`config.mk`:
```
export PLATFORM = sky130hd
export DESIGN_NAME = led_pattern_gen_flat
export DESIGN_NICKNAME = d
export VERILOG_FILES = /design/src/rtl/led_pattern_gen_if.sv /design/src/rtl/led_pattern_gen.sv /design/src/flat_wrapper.sv
export SDC_FILE = /design/constraint.sdc
export NUM_CORES = 1
export LEC_CHECK = 0
export CAP_MARGIN = 20
export CORE_ASPECT_RATIO = 1.1
export CORE_UTILIZATION = 40
export CTS_CLUSTER_SIZE = 40
export DETAILED_ROUTE_END_ITERATION = 8
export GPL_TIMING_DRIVEN = 0
export MAX_ROUTING_LAYER = met4
export PLACE_DENSITY = 0.63
export SYNTH_ARGS = -nofsm -noshare
export SYNTH_HDL_FRONTEND = slang
export SYNTH_SLANG_ARGS = --single-unit
```
`constraint.sdc`:
```
create_clock -name CLOCK_50 -period 3.05 [get_ports CLOCK_50]
set_clock_uncertainty 0.1 [all_clocks]
set_input_delay 0.61 -clock CLOCK_50 [delete_from_list [all_inputs] [get_ports CLOCK_50]]
set_output_delay 0.61 -clock CLOCK_50 [all_outputs]
set_load 0.005 [all_outputs]
```
`src/rtl/led_pattern_gen_if.sv`:
```
// led_pattern_gen_if: control inputs and LED/step outputs of the LED pattern sequencer
interface led_pattern_gen_if #(parameter int NUM_LEDS = 8);
  logic [1:0] mode;
  logic [1:0] speed;
  logic pause;
  logic [NUM_LEDS-1:0] LEDR;
  logic step;
  modport master(output mode, speed, pause, input LEDR, step);
  modport slave(input mode, speed, pause, output LEDR, step);
endinterface

```
`src/rtl/led_pattern_gen.sv`:
```
// led_pattern_gen: LED animation sequencer with rotate, bounce and blink modes
module led_pattern_gen #(
  parameter int NUM_LEDS = 8,
  parameter int CLK_HZ = 50_000_000,
  parameter int STEP_HZ = 2
) (
  input logic CLOCK_50,
  input logic RESET,
  led_pattern_gen_if.slave bus
);
  localparam int DIV = CLK_HZ / STEP_HZ;
  localparam int CW = $clog2(DIV);
  logic [CW-1:0] cnt, p_m1;
  logic [NUM_LEDS-1:0] leds, nxt, sh, seed;
  logic [1:0] mode_q;
  logic dir, ndir, stp, tick;
  always_comb begin
    p_m1 = CW'((DIV >> bus.speed) - 1);
    tick = cnt >= p_m1;
    sh = dir ? leds >> 1 : leds << 1;
    seed = bus.mode == 2'd3 ? '1 : NUM_LEDS'(1);
    nxt = bus.mode == 2'd0 ? {leds[NUM_LEDS-2:0], leds[NUM_LEDS-1]} :
          bus.mode == 2'd1 ? {leds[0], leds[NUM_LEDS-1:1]} :
          bus.mode == 2'd2 ? sh : ~leds;
    // dir: 0 sweeps toward the MSB, 1 toward the LSB; flips when an end LED is reached
    ndir = bus.mode == 2'd2 ? (dir ? !sh[0] : sh[NUM_LEDS-1]) : dir;
  end
  always_ff @(posedge CLOCK_50) begin
    if (RESET) begin
      leds <= NUM_LEDS'(1);
      stp <= 1'b0;
      cnt <= '0;
      dir <= 1'b0;
      mode_q <= 2'd0;
    end else begin
      mode_q <= bus.mode;
      stp <= 1'b0;
      if (bus.mode != mode_q) begin
        leds <= seed;
        cnt <= '0;
        dir <= 1'b0;
      end else if (!bus.pause) begin
        if (tick) begin
          cnt <= '0;
          stp <= 1'b1;
          leds <= nxt;
          dir <= ndir;
        end else begin
          cnt <= cnt + 1'b1;
        end
      end
    end
  end
  assign bus.LEDR = leds;
  assign bus.step = stp;
endmodule

```
`src/flat_wrapper.sv`:
```
// flat-port wrapper written by rule: the top's interface ports become plain ports
module led_pattern_gen_flat 
#(
  parameter int NUM_LEDS = 8,
  parameter int CLK_HZ = 50_000_000,
  parameter int STEP_HZ = 2
)
  (CLOCK_50, RESET, bus_mode, bus_speed, bus_pause, bus_LEDR, bus_step);
  led_pattern_gen_if #(.NUM_LEDS(NUM_LEDS)) bus_i ();
  input logic CLOCK_50;
  input logic RESET;
  input wire logic [$bits(bus_i.mode)-1:0] bus_mode;
  input wire logic [$bits(bus_i.speed)-1:0] bus_speed;
  input wire logic [$bits(bus_i.pause)-1:0] bus_pause;
  output wire logic [$bits(bus_i.LEDR)-1:0] bus_LEDR;
  output wire logic [$bits(bus_i.step)-1:0] bus_step;
  assign bus_i.mode = bus_mode;
  assign bus_i.speed = bus_speed;
  assign bus_i.pause = bus_pause;
  assign bus_LEDR = bus_i.LEDR;
  assign bus_step = bus_i.step;
  led_pattern_gen #(.NUM_LEDS(NUM_LEDS), .CLK_HZ(CLK_HZ), .STEP_HZ(STEP_HZ)) u_core (.CLOCK_50(CLOCK_50), .RESET(RESET), .bus(bus_i));
endmodule
```
==> results of run 1 <==
## logic make-up (layout without fill, tap and decap cells)
group                    count (synthesis)  count (layout)  synth area share [%]
adder cells (fa/ha/maj)                 21              21                  10.1
multiplexers                             5               5                  1.97
AO/OA/AOI/OAI                           57              57                  17.4
other                                    2               3                 0.288
buffers and inverters                   26              59                  4.51
AND/OR/NAND/NOR                        135             135                  28.1
XOR/XNOR                                26              26                  9.30
flip-flops                              37              37                  28.4
## flip-flops by register name, indices dropped and copies added, names as in the netlist
| name | count |
|---|---|
| u_core.bus.LEDR | 8 |
| u_core.bus.step | 1 |
| u_core.cnt | 25 |
| u_core.dir | 1 |
| u_core.mode_q | 2 |
## layout by cell type (no fill, tap or decap), types with 8 or more instances in the layout
cell type / n
dfxtp_1: 37
nand2_1: 25
nor2_1: 23
nand3_1: 19
ha_1: 19
nor3_1: 16
xor2_1: 15
a21oi_1: 13
buf_4: 12
nor3_2: 11
clkdlybuf4s50_1: 11
o21ai_0: 10
xnor2_1: 9
inv_1: 8
clkbuf_1: 8
## power groups by stage
stage / registers [mW] / clock network [mW] / logic (mW)
after floorplan: 0.513 / 0 / 0.0911
after global placement: 0.516 / 0 / 0.134
after detailed placement: 0.516 / 0 / 0.135
after CTS: 0.505 / 0.364 / 0.140
after global routing: 0.506 / 0.387 / 0.169
final: 0.505 / 0.355 / 0.152
## critical path: cells and delay by family
kind	cells	cell delay, ns
buffers and inverters	5	0.73
AND/OR/NAND/NOR	4	0.47
AO/OA/AOI/OAI	4	0.79
adder cells (fa/ha/maj)	2	0.39
## area by class of cell
type / instances / area [µm²]
Buffer: 15 / 93.8
Clock buffer: 7 / 86.3
Fill cell: 619 / 3110
Inverter: 11 / 46.3
Multi-Input combinational cell: 247 / 1830
Sequential cell: 37 / 741
Tap cell: 80 / 100
Timing Repair Buffer: 26 / 219
## per-stage QoR
stage               TNS, ns  instance area (µm²)  power [mW]  hold slack (ns)
finish                    0                 3120        1.01            0.391
global route        -0.0107                 3120        1.06            0.424
CTS                       0                 3020        1.01            0.398
detailed placement   -34.12                 2840       0.651            0.388
global placement     -33.01                 2840       0.650            0.374
floorplan                 0                 2610       0.604            0.358
## layer usage
layer / vias to the layer above / share of wire (%)
met5: - / 0
met1: 1113 / 46
met2: 54 / 47
met3: 14 / 3.8
met4: 0 / 2.6
li1: 1197 / -
## path summary, 6_finish.rpt
| kind | start | to | slack [ns] | cells after the start |
|---|---|---|---|---|
| max | bus_speed[0] | u_core.dir | 0.14 | 15 |
| min | u_core.cnt[1] | u_core.cnt[1] | 0.39 | 2 |
| max reg2reg | u_core.cnt[6] | u_core.bus.LEDR[3] | 0.41 | 8 |
| min reg2reg | u_core.cnt[1] | u_core.cnt[1] | 0.39 | 2 |
## what timing repair did
item / 4_1_cts / 5_1_grt
gates cloned: 2 / 0
endpoints found under the setup margin: 35 / 31
gates resized for setup: 22 / 15
pin swaps: 6 / 10
buffers inserted: 5 / 5
==> results.yml, run 1 <==
outcome:
  status: "completed"
yosys:
  ys_ff_latch: 37
  synth_commonest_cells: "dfxtp_1, nand2_1, nor2_1"
  synth_edf_count: 0
  synth_area_leaders: "dfxtp_1, ha_1, xor2_1"
  synth_area_per_cell_um2: 8.44
  yosysTopAreaCell: "dfxtp_1"
  synth.distinct_cells: 50
  synthArstFlopShare_pct: 0
  yosys_warnings: 0
  yosysSeqAreaShare_pct: 28.4
  netlist.area_leader.share_pct: 28.4
  synthFlopType: "dfxtp_1"
  yosysMostFrequentCell: "dfxtp_1"
  netlist_instances: 309
  netlist_area_mm2: 0.00261
final_layout:
  final_cells: 423
  antenna_cells: 0
  fin_util_pct: 50.0
  final_nets: 371
  drive_gt1_share_pct: 17.8
  syn2layout_area_growth_pct: 19.5
cts:
  clock-sinks: 37
  clock-root-buffer: "clkbuf_8"
  clk_pin_slew_ns: 0.07
  h-tree-depth: 2
  cts_hold_buf: 0
  numCtsBuffers: 5
  clk_latency_ns: 0.29
  cts_buffer_depth: 2
  cts_tree: "built"
critical_path:
  start_kind: "input pin"
  critPathKind: "in2reg"
  cp_slowest_cell: "o32ai_4"
  crit_required_ns: 3.13
  end_kind: "flop"
  slowest_delay_ns: 0.33
  crit_chain: "buf_4 -> inv_4 -> nor2_4 -> inv_2 -> ha_4 -> nand2_2 -> ha_4 -> nand4_1 -> buf_4 -> nor3_2 -> a2111oi_4 -> o32ai_4 -> buf_4 -> o2111ai_2 -> a32o_1"
  critPathArrivalTime_ns: 2.99
  crit_top_cell: "buf_4"
  worstPathMaxFanout: 10
power:
  ir_drop_v: 0.000205
  switching_power_mw: 0.273
  power.density_mw_per_mm2: 325
  power.share.clock_pct: 35.1
  power.share.sequential_pct: 49.9
  leakage_nw: 1.16
  internal_power_mw: 0.739
  swShare_pct: 27.0
  combPwrFrac_pct: 15.0
floorplanning:
  num_rows: 30
  die_width_um: 79
  die-area_mm2: 0.00685
  pin_count: 16
  core_area_mm2: 0.00623
  initial_core_util_pct: 41.9
  die_h_um: 86.7
grt:
  grt-ovfl-total: 0
  gr-usage-met2_pct: 37.1
  grt_max_degree: 11
  grt_util_met1_pct: 23.9
  track_usage_pct: 21.1
  gr-max-usage-layer: "met2"
  antenna_found_initial: 0
  grt_use_met3_pct: 3.37
  grt_pass1_vias: 2351
  grt_first_pass_wirelength_um: 11000
placed_design:
  hpwlAfterDp_um: 4500
  post-place-ws_ns: -1.16
  gp_congestion: 0.854
  dp_cells: 403
  io_buffers: 13
drt:
  wl_um: 6530
  post_drt_wl_per_cell_um: 15.4
  num_vias: 2378
  drtAntennaViolNets: 0
  drt_drc_violations_left: 0
  firstDrtPassIters: 4
  vias_per_cell: 5.62
  dr.first_iter.drc_count: 82
sta:
  maxSlewHeadroom_pct: 37.1
  setup_viol: 0
  period_needed_ns: 2.91
  hold_violations: 0
  fin_crit_sh_pct: 95.4
  finalWorstSetupSlack_ns: 0.140
  maxSlewViolCount: 0
  fmax_mhz: 344
  worst_pin_slew_ns: 0.935
job:
  maxCapViolCount: 0
hold_path:
  hold_path_class: "reg2reg"
(Power assumes the default switching activity.)
==> run 2: changes to the inputs <==
--- a/config.mk
+++ b/config.mk
@@ -7,12 +7,13 @@
 export LEC_CHECK = 0
 export CAP_MARGIN = 20
 export CORE_ASPECT_RATIO = 1.1
-export CORE_UTILIZATION = 40
+export CORE_UTILIZATION = 54
 export CTS_CLUSTER_SIZE = 40
 export DETAILED_ROUTE_END_ITERATION = 8
 export GPL_TIMING_DRIVEN = 0
 export MAX_ROUTING_LAYER = met4
-export PLACE_DENSITY = 0.63
+export PLACE_DENSITY = 0.79
+export REMOVE_ABC_BUFFERS = 1
 export SYNTH_ARGS = -nofsm -noshare
 export SYNTH_HDL_FRONTEND = slang
 export SYNTH_SLANG_ARGS = --single-unit
==> run 2 against run 1 <==
Effect of this change:
- total power increased by 9.2%
- sequential power about the same
- critical path depth decreased by 2
- count of clock-buffer cells in the layout unchanged
- hold slack improved by 0.012 ns
- via count increased by 0.93%
- global-route usage increased by 6.8 points
- die area decreased by 25%
==> results.yml, run 2 (synthesis gave the netlist of run 1 again) <==
outcome:
  status: "completed"
critical_path:
  cp_num_buf_inv: 4
  crit_chain: "buf_6 -> inv_4 -> nor2_4 -> inv_1 -> ha_2 -> ha_4 -> a21oi_2 -> nor2_2 -> a2111oi_4 -> o32ai_4 -> or2_4 -> buf_16 -> o311a_1"
  slowest_delay_ns: 0.38
  critPathKind: "in2reg"
  end_kind: "flop"
  worstPathMaxFanout: 10
  reg2reg_depth: 8
  cp_slowest_cell: "a2111oi_4"
  crit_required_ns: 3.14
  start_kind: "input pin"
  critPathArrivalTime_ns: 3.05
  cp_top_family: "compound AO/OA/AOI/OAI gates"
  worstSetupPathDepth: 13
drt:
  wl_met3_um: 220
  drt_drc_violations_left: 0
  routed.top_layer: "met4"
  drtAntennaViolNets: 0
  post_drt_wl_per_cell_um: 17.5
  met1_length_um: 2820
  num_vias: 2400
  met2_length_um: 3510
  dr.first_iter.drc_count: 146
  wl_um: 6740
  vias_per_cell: 6.22
  firstDrtPassIters: 4
placed_design:
  post-place-ws_ns: -1.90
  io_buffers: 15
  hpwlAfterDp_um: 4310
  gp_congestion: 0.886
  place_area_mm2: 0.00279
job:
  maxCapViolCount: 0
cts:
  clk_latency_ns: 0.30
  numCtsBuffers: 5
  cts_tree: "built"
  clock-sinks: 37
  clock-root-buffer: "clkbuf_8"
  h-tree-depth: 2
  cts_hold_buf: 0
  clk_pin_slew_ns: 0.08
  cts_buffer_depth: 2
hold_path:
  worstHoldPathCells: 2
  hold_path_class: "reg2reg"
grt:
  grt_pass1_vias: 2250
  grt_max_degree: 29
  antenna_found_initial: 0
  grt_first_pass_wirelength_um: 10300
  track_usage_pct: 27.9
  grt-ovfl-total: 0
final_layout:
  largest_reg_flops: 25
  final_cell_mix: "dfxtp_1, nand2_1, nor2_1"
  largest-register: "u_core.cnt"
  final_common_cell: "dfxtp_1"
  antenna_cells: 0
  drive_gt1_share_pct: 17.6
  syn2layout_area_growth_pct: 18.8
  fin_area_mm2: 0.00310
  final_nets: 357
sta:
  maxSlewHeadroom_pct: 53.3
  finalWorstSetupSlack_ns: 0.0876
  setup_viol: 0
  period_needed_ns: 2.96
  hold_violations: 0
  fin_crit_sh_pct: 97.1
  worst_pin_slew_ns: 0.699
  maxSlewViolCount: 0
  fmax_mhz: 338
  hold_slack_ns: 0.403
power:
  power.share.clock_pct: 41.0
  switching_power_mw: 0.283
  combPwrFrac_pct: 13.3
  leakage_nw: 1.15
  ir_drop_v: 0.000257
  swShare_pct: 25.6
  power.density_mw_per_mm2: 356
  power.share.sequential_pct: 45.7
  power_mw: 1.11
  internal_power_mw: 0.822
floorplanning:
  num_rows: 26
  die_h_um: 74.9
  initial_core_util_pct: 56.1
  die_width_um: 68.3
  core_area_mm2: 0.00465
  die-area_mm2: 0.00511
  pin_count: 16
## run 2: changes by cell type in the layout (fill, tap and decap cells not counted), sizes merged
cell           change
clkdlybuf4s50      +1
dlymetal6s2s       +1
clkdlybuf4s18      +1
buf               -10
bufinv             +1
clkbuf             -7
## run 2: timing repair
item | 4_1_cts | 5_1_grt
pin swaps | 7 | 10
buffers inserted | 7 | 1
endpoints found under the setup margin | 35 | 33
hold endpoints to repair | 0 | 0
gates cloned | 0 | 2
gates resized for setup | 23 | 15
## run 2: power by group through the flow
stage,Sequential (mW),Combinational (mW),Clock (mW)
global placement,0.515,0.129,0
finish,0.505,0.147,0.453
global route,0.506,0.160,0.480
CTS,0.505,0.137,0.459
detailed placement,0.515,0.132,0
floorplan,0.513,0.0810,0
## run 2: routing by layer
metal / vias to the layer above / track usage (%)
li1: 1172 / -
met1: 1139 / 31.5
met2: 67 / 46.9
met3: 22 / 5.76
met4: 0 / 12.3
met5: - / -
## run 2: final cells by class
type                    instances  area, µm²
well taps                      56       70.1
fillers                       395       1550
multi-input cells             247       1840
flip-flops and latches         37        741
clock inverters                 1       30.0
inverters                      11       46.3
clock buffers                   7       86.3
repair buffers                 27        287
## run 2: worst paths after layout
kind	startpoint	endpoint	slack, ns
min reg2reg	u_core.cnt[1]	u_core.cnt[1]	0.40
min	u_core.cnt[1]	u_core.cnt[1]	0.40
max	bus_speed[1]	u_core.bus.LEDR[3]	0.09
max reg2reg	u_core.cnt[6]	u_core.bus.LEDR[3]	0.34
## run 2: worst register-to-register path: stages, from the launching register on
cell,delay [ns]
dfxtp_1,0.43
ha_1,0.28
a21o_1,0.19
a21o_1,0.19
a2111oi_4,0.45
o32ai_4,0.20
or2_4,0.32
buf_16,0.16
o311a_1,0.28
## run 2: metrics by stage
stage	cells	TNS, ns	util, %
after floorplan	295	-13.77	-
after global placement	366	-63.06	59.3
after detailed placement	368	-57.63	60.1
after CTS	383	0	64.6
after global routing	386	-0.00973	66.6
final	386	0	66.6
==> patch 1: new RTL, flow settings as in run 1 <==
Make the reset (`RESET`) asynchronous in one clocked block.
--- a/src/rtl/led_pattern_gen.sv
+++ b/src/rtl/led_pattern_gen.sv
@@ -27,3 +27,3 @@
   end
-  always_ff @(posedge CLOCK_50) begin
+  always_ff @(posedge CLOCK_50 or posedge RESET) begin
     if (RESET) begin
Behaviour: differs if RESET is asserted again (counterexample within 4 cycles, from zero or initial values and one cycle with RESET high); with RESET held inactive, the same outputs for 10 cycles.
==> patch 1 against run 1 <==
Sequential cell count did not move; critical path type unchanged; cell count fell by 3.1%; synthesized cell count fell by 2.3%; via count fell by 6.7%; setup slack got worse by 0.051 ns; area after synthesis barely moved; cell area fell by 2.5%; power rose by 8.7%; wire length fell by 11%; critical path depth fell by 2; first-iteration DRC count rose by 68%; sequential power rose by 4.2%.
==> patch 1: results (changes against run 1) <==
Outcome
  – Status: completed (unchanged)

GRT
  – GRT met2 Usage: 31.58% (was 37.07%)
  – Met1 usage in global routing: 24.04% (was 23.85%)
  – Tot GR Track Use: 19.19% (was 21.14%)
  – Largest net degree at the start of global routing: 38 (was 11)
  – Vias in the first global route: 2,086 (was 2,351)

Power and ir drop
  – Cell-internal power: 794.5 uW (was 739.0 uW)
  – Seq power: 526 uW (was 505 uW)
  – Leakage: 1.309 nW (was 1.159 nW)
  – Maximum vdd drop: 0.1940 mV (was 0.2054 mV)
  – Psw: 305.0 uW (was 272.7 uW)
  – Combinational share of power: 17.2% (was 15.0%)

STA
  – Worst hold slack: 0.4324 ns (was 0.3908 ns)
  – Fmax: 0.3377 GHz (was 0.3436 GHz)
  – Worst Max-Slew Pin Slew: 0.8075 ns (was 0.9345 ns)

Critical path
  – Crit path from: bus_speed[1] (was bus_speed[0])
  – Worst reg2reg path depth: 9 (was 8)
  – Worst-path maximum fanout: 6 (was 10)
  – Worst r2r src: u_core.cnt[18] (was u_core.cnt[6])
  – Arr. time, crit path: 3.04 ns (was 2.99 ns)
  – Terminus of the critical flop-to-flop path: u_core.bus.LEDR[4] (was u_core.bus.LEDR[3])
  – Max stage delay cell, worst path: ha_1 (was o32ai_4)

Logic synthesis
  – Post-synthesis cell type count: 45 (was 50)
  – Seq/Total Area, Yosys: 35.51% (was 28.39%)
  – Area contributors post-synth: dfrtp_1, ha_1, nor2_1 (was dfxtp_1, ha_1, xor2_1)
  – FFs w/ async S/R, synth: 100.0% (was 0%)
  – Predominant post-synthesis flop cell: dfrtp_1 (was dfxtp_1)

CTS
  – Setup bufs post-CTS: 4 (was 5)
  – Root Buffer: clkbuf_8 (unchanged)
  – Cts repair resizes: 15 (was 22)

Final layout
  – Share of layout cells above drive strength 1: 11.52% (was 17.78%)

Drt
  – 1st-iter DRT viols: 138 (was 82)
  – Post-Route WL: 5820 um (was 6530 um)

Place
  – Gp weighted congestion: 0.8575 (was 0.8537)
  – DP HPWL: 4155 um (was 4496 um)
-- patch 1: cell types whose count changed after synthesis, sizes merged, moves of 6 or more --
cell / delta
a21oi: +9
dfrtp: +36
dfxtp: -37
nor2: +15
nor3: -22
nor4: -6
-- patch 1: stage by stage --
stage | std cells | utilization (%) | area (um2)
floorplan | 303 | - | 2615
finish | 410 | 48.78 | 3039
detailed placement | 397 | 45.82 | 2855
CTS | 409 | 47.95 | 2988
global route | 410 | 48.78 | 3039
global placement | 397 | 45.82 | 2855
-- patch 1: routing by layer --
layer  vias up  wire length [um]  part of all wire (%)
li1       1107                 -                     -
met1      1068              2757                    47
met2        36              2850                    49
met3         8               140                   2.4
met4         0                70                   1.2
met5         -                 0                     0
-- patch 1: cell type report --
| cell class | count | area [um2] |
|---|---|---|
| fill | 641 | 3192 |
| multi-input combinational | 237 | 1600 |
| sequential | 37 | 927.1 |
| timing repair buffer | 19 | 172.7 |
| tap | 80 | 100.1 |
| clock buffer | 7 | 96.34 |
| buffer | 14 | 81.33 |
| inverter | 15 | 56.30 |
| clock inverter | 1 | 5.005 |
-- patch 1: worst min path at each step --
| stage | from | to | cells past startpoint |
|---|---|---|---|
| floorplan | u_core.cnt[0] | u_core.cnt[0] | 1 |
| global placement | u_core.cnt[0] | u_core.cnt[0] | 1 |
| detailed placement | u_core.cnt[0] | u_core.cnt[0] | 1 |
| CTS | u_core.cnt[0] | u_core.cnt[0] | 1 |
| global route | u_core.cnt[0] | u_core.cnt[0] | 1 |
| finish | u_core.cnt[0] | u_core.cnt[0] | 1 |
-- patch 1: cells by family after synthesis --
kind of cell	share of synthesized area, %
simple gates	21.18
compound gates	14.04
flops	35.51
fa+ha+maj	10.54
other cells	0.2876
mux	4.456
xor+xnor	8.720
buf+inv	5.271
==> patch 2: new RTL, config.mk and constraints of run 1 <==
Made on the original files. `CLK_HZ` is set to 50_000_000 in 2 places; all go to 100_000_000.
--- a/src/rtl/led_pattern_gen.sv
+++ b/src/rtl/led_pattern_gen.sv
@@ -3,3 +3,3 @@
   parameter int NUM_LEDS = 8,
-  parameter int CLK_HZ = 50_000_000,
+  parameter int CLK_HZ = 100_000_000,
   parameter int STEP_HZ = 2
--- a/src/flat_wrapper.sv
+++ b/src/flat_wrapper.sv
@@ -4,3 +4,3 @@
   parameter int NUM_LEDS = 8,
-  parameter int CLK_HZ = 50_000_000,
+  parameter int CLK_HZ = 100_000_000,
   parameter int STEP_HZ = 2
Behaviour: same outputs for any inputs over 10 cycles, from zero or initial values and one cycle with RESET high; that may be too few to reach the edited logic, so the function may still have changed.
==> patch 2 against run 1 <==
Sequential cell count up 1; sequential power up 3%; setup slack worse by 0.0097 ns; power up 1.9%; area after synthesis down 7.6%; worst hold slack better by 0.0068 ns; wire length down 21%; synthesized cell count down 5.2%; non-clock buffer count down 8; combinational power down 7%; cell area down 9.6%.
==> patch 2: results (changes against run 1) <==
Place
  – Dpl cells: 385 (was 403)
  – DP HPWL: 3690 um (was 4496 um)
  – Place WS: -0.8766 ns (was -1.162 ns)
  – Dpl cell area: 2644 um2 (was 2843 um2)
  – Gp weighted congestion: 0.8261 (was 0.8537)
  – Buffers on Ports: 13 (unchanged)

Logic synthesis
  – Commonest cells in the netlist: dfxtp_1, nor2_1, nand2_1 (was dfxtp_1, nand2_1, nor2_1)
  – Seq/Total Area, Yosys: 31.55% (was 28.39%)
  – Post-Synth Adder-Cell Area: 10.79% (was 10.07%)
  – Mapped Cells: 293 (was 309)
  – Post-synthesis cell type count: 52 (was 50)
  – Synth Area in Compound Gates: 14.43% (was 17.41%)
  – FFs w/ async S/R, synth: 0% (unchanged)
  – Area contributors post-synth: dfxtp_1, ha_1, xor2_1 (unchanged)
  – Xor/xnor share of the synthesized area: 9.808% (was 9.305%)
  – Post-synthesis mux area share: 3.373% (was 1.966%)

GRT
  – First-pass GRT wire length: 8769 um (was 10,990 um)
  – Largest net degree at the start of global routing: 12 (was 11)
  – Tot GR Track Use: 17.56% (was 21.14%)
  – Vias in the first global route: 1,834 (was 2,351)
  – Initial antenna violation count: 0 (unchanged)

Final layout
  – Diode count: 0 (unchanged)
  – Final #Nets: 348 (was 371)
  – Max reg flops: 26 (was 25)
  – Share of layout cells above drive strength 1: 10.56% (was 17.78%)
  – Largest Register: u_core.cnt (unchanged)

CTS
  – Clock tree buffer depth: 2 (unchanged)
  – Cts repair resizes: 17 (was 22)
  – Hold-fix buffers, CTS: 0 (unchanged)
  – Setup bufs post-CTS: 4 (was 5)
  – CTS H-Tree Depth: 2 (unchanged)

Drt
  – 1st-iter DRT viols: 130 (was 82)
  – Post-Route WL: 5144 um (was 6530 um)
  – Pre-antenna DRT Iters: 5 (was 4)
  – Vias per cell: 5.228 (was 5.622)
  – Via count: 2,086 (was 2,378)

Critical path
  – R2r setup slk: 0.48 ns (was 0.41 ns)
  – Worst-path maximum fanout: 6 (was 10)
  – Arr. time, crit path: 3.00 ns (was 2.99 ns)

STA
  – Fmax: 0.3425 GHz (was 0.3436 GHz)
  – Worst hold slack: 0.3976 ns (was 0.3908 ns)
  – Max_slew headroom: 66.64% (was 37.12%)

Power and ir drop
  – Leakage: 1.127 nW (was 1.159 nW)
  – Cell-internal power: 755.5 uW (was 739.0 uW)
  – Maximum vdd drop: 0.1774 mV (was 0.2054 mV)

Min path
  – Min-Delay Path Class: reg -> reg (unchanged)

Outcome
  – Status: completed (unchanged)
patch 2: cell types whose count changed after synthesis, sizes merged, moves of 4 or more:
cell,before,now
nor3,27,10
nor2,25,38
a21oi,13,19
nor4,6,1
o311a,5,0
a211oi,4,0
nand4b,4,0
xor2,15,19
patch 2: power by group through the flow:
stage | registers, mW | clock network [mW] | logic, mW
global route | 0.523 | 0.404 | 0.156
detailed placement | 0.532 | 0 | 0.131
CTS | 0.520 | 0.378 | 0.142
floorplan | 0.529 | 0 | 0.0874
global placement | 0.532 | 0 | 0.130
finish | 0.520 | 0.369 | 0.141
patch 2: path summary, 6_finish.rpt:
kind,to,cells after the start,from
setup / recovery,u_core.cnt[16],12,bus_speed[0]
hold / removal,u_core.cnt[1],2,u_core.cnt[1]
setup reg to reg,u_core.cnt[16],8,u_core.cnt[24]
hold reg to reg,u_core.cnt[1],2,u_core.cnt[1]
patch 2: metal layers:
metal	GRT usage (%)	vias to the layer above	part of all wire [%]
li1	-	1074	-
met1	23.02	973	50
met2	27.36	32	46
met3	2.418	7	2.8
met4	6.818	0	1.7
met5	-	-	0
patch 2: critical path, stage by stage:
cell     delay (ns)
buf_2          0.14
inv_2          0.07
nand2_2        0.10
inv_1          0.07
ha_1           0.27
nand2_1        0.06
or4_4          0.54
or4_4          0.45
and3_4         0.20
o21ai_4        0.27
buf_6          0.17
nor2_1         0.05
patch 2: cell type report:
type / instances / area, um2
Multi-Input combinational cell: 232 / 1554
Timing Repair Buffer: 19 / 188.9
Clock buffer: 7 / 86.33
Clock inverter: 1 / 5.005
Inverter: 11 / 41.29
Buffer: 14 / 83.83
Sequential cell: 38 / 760.7
Fill cell: 561 / 2989
Tap cell: 77 / 96.34
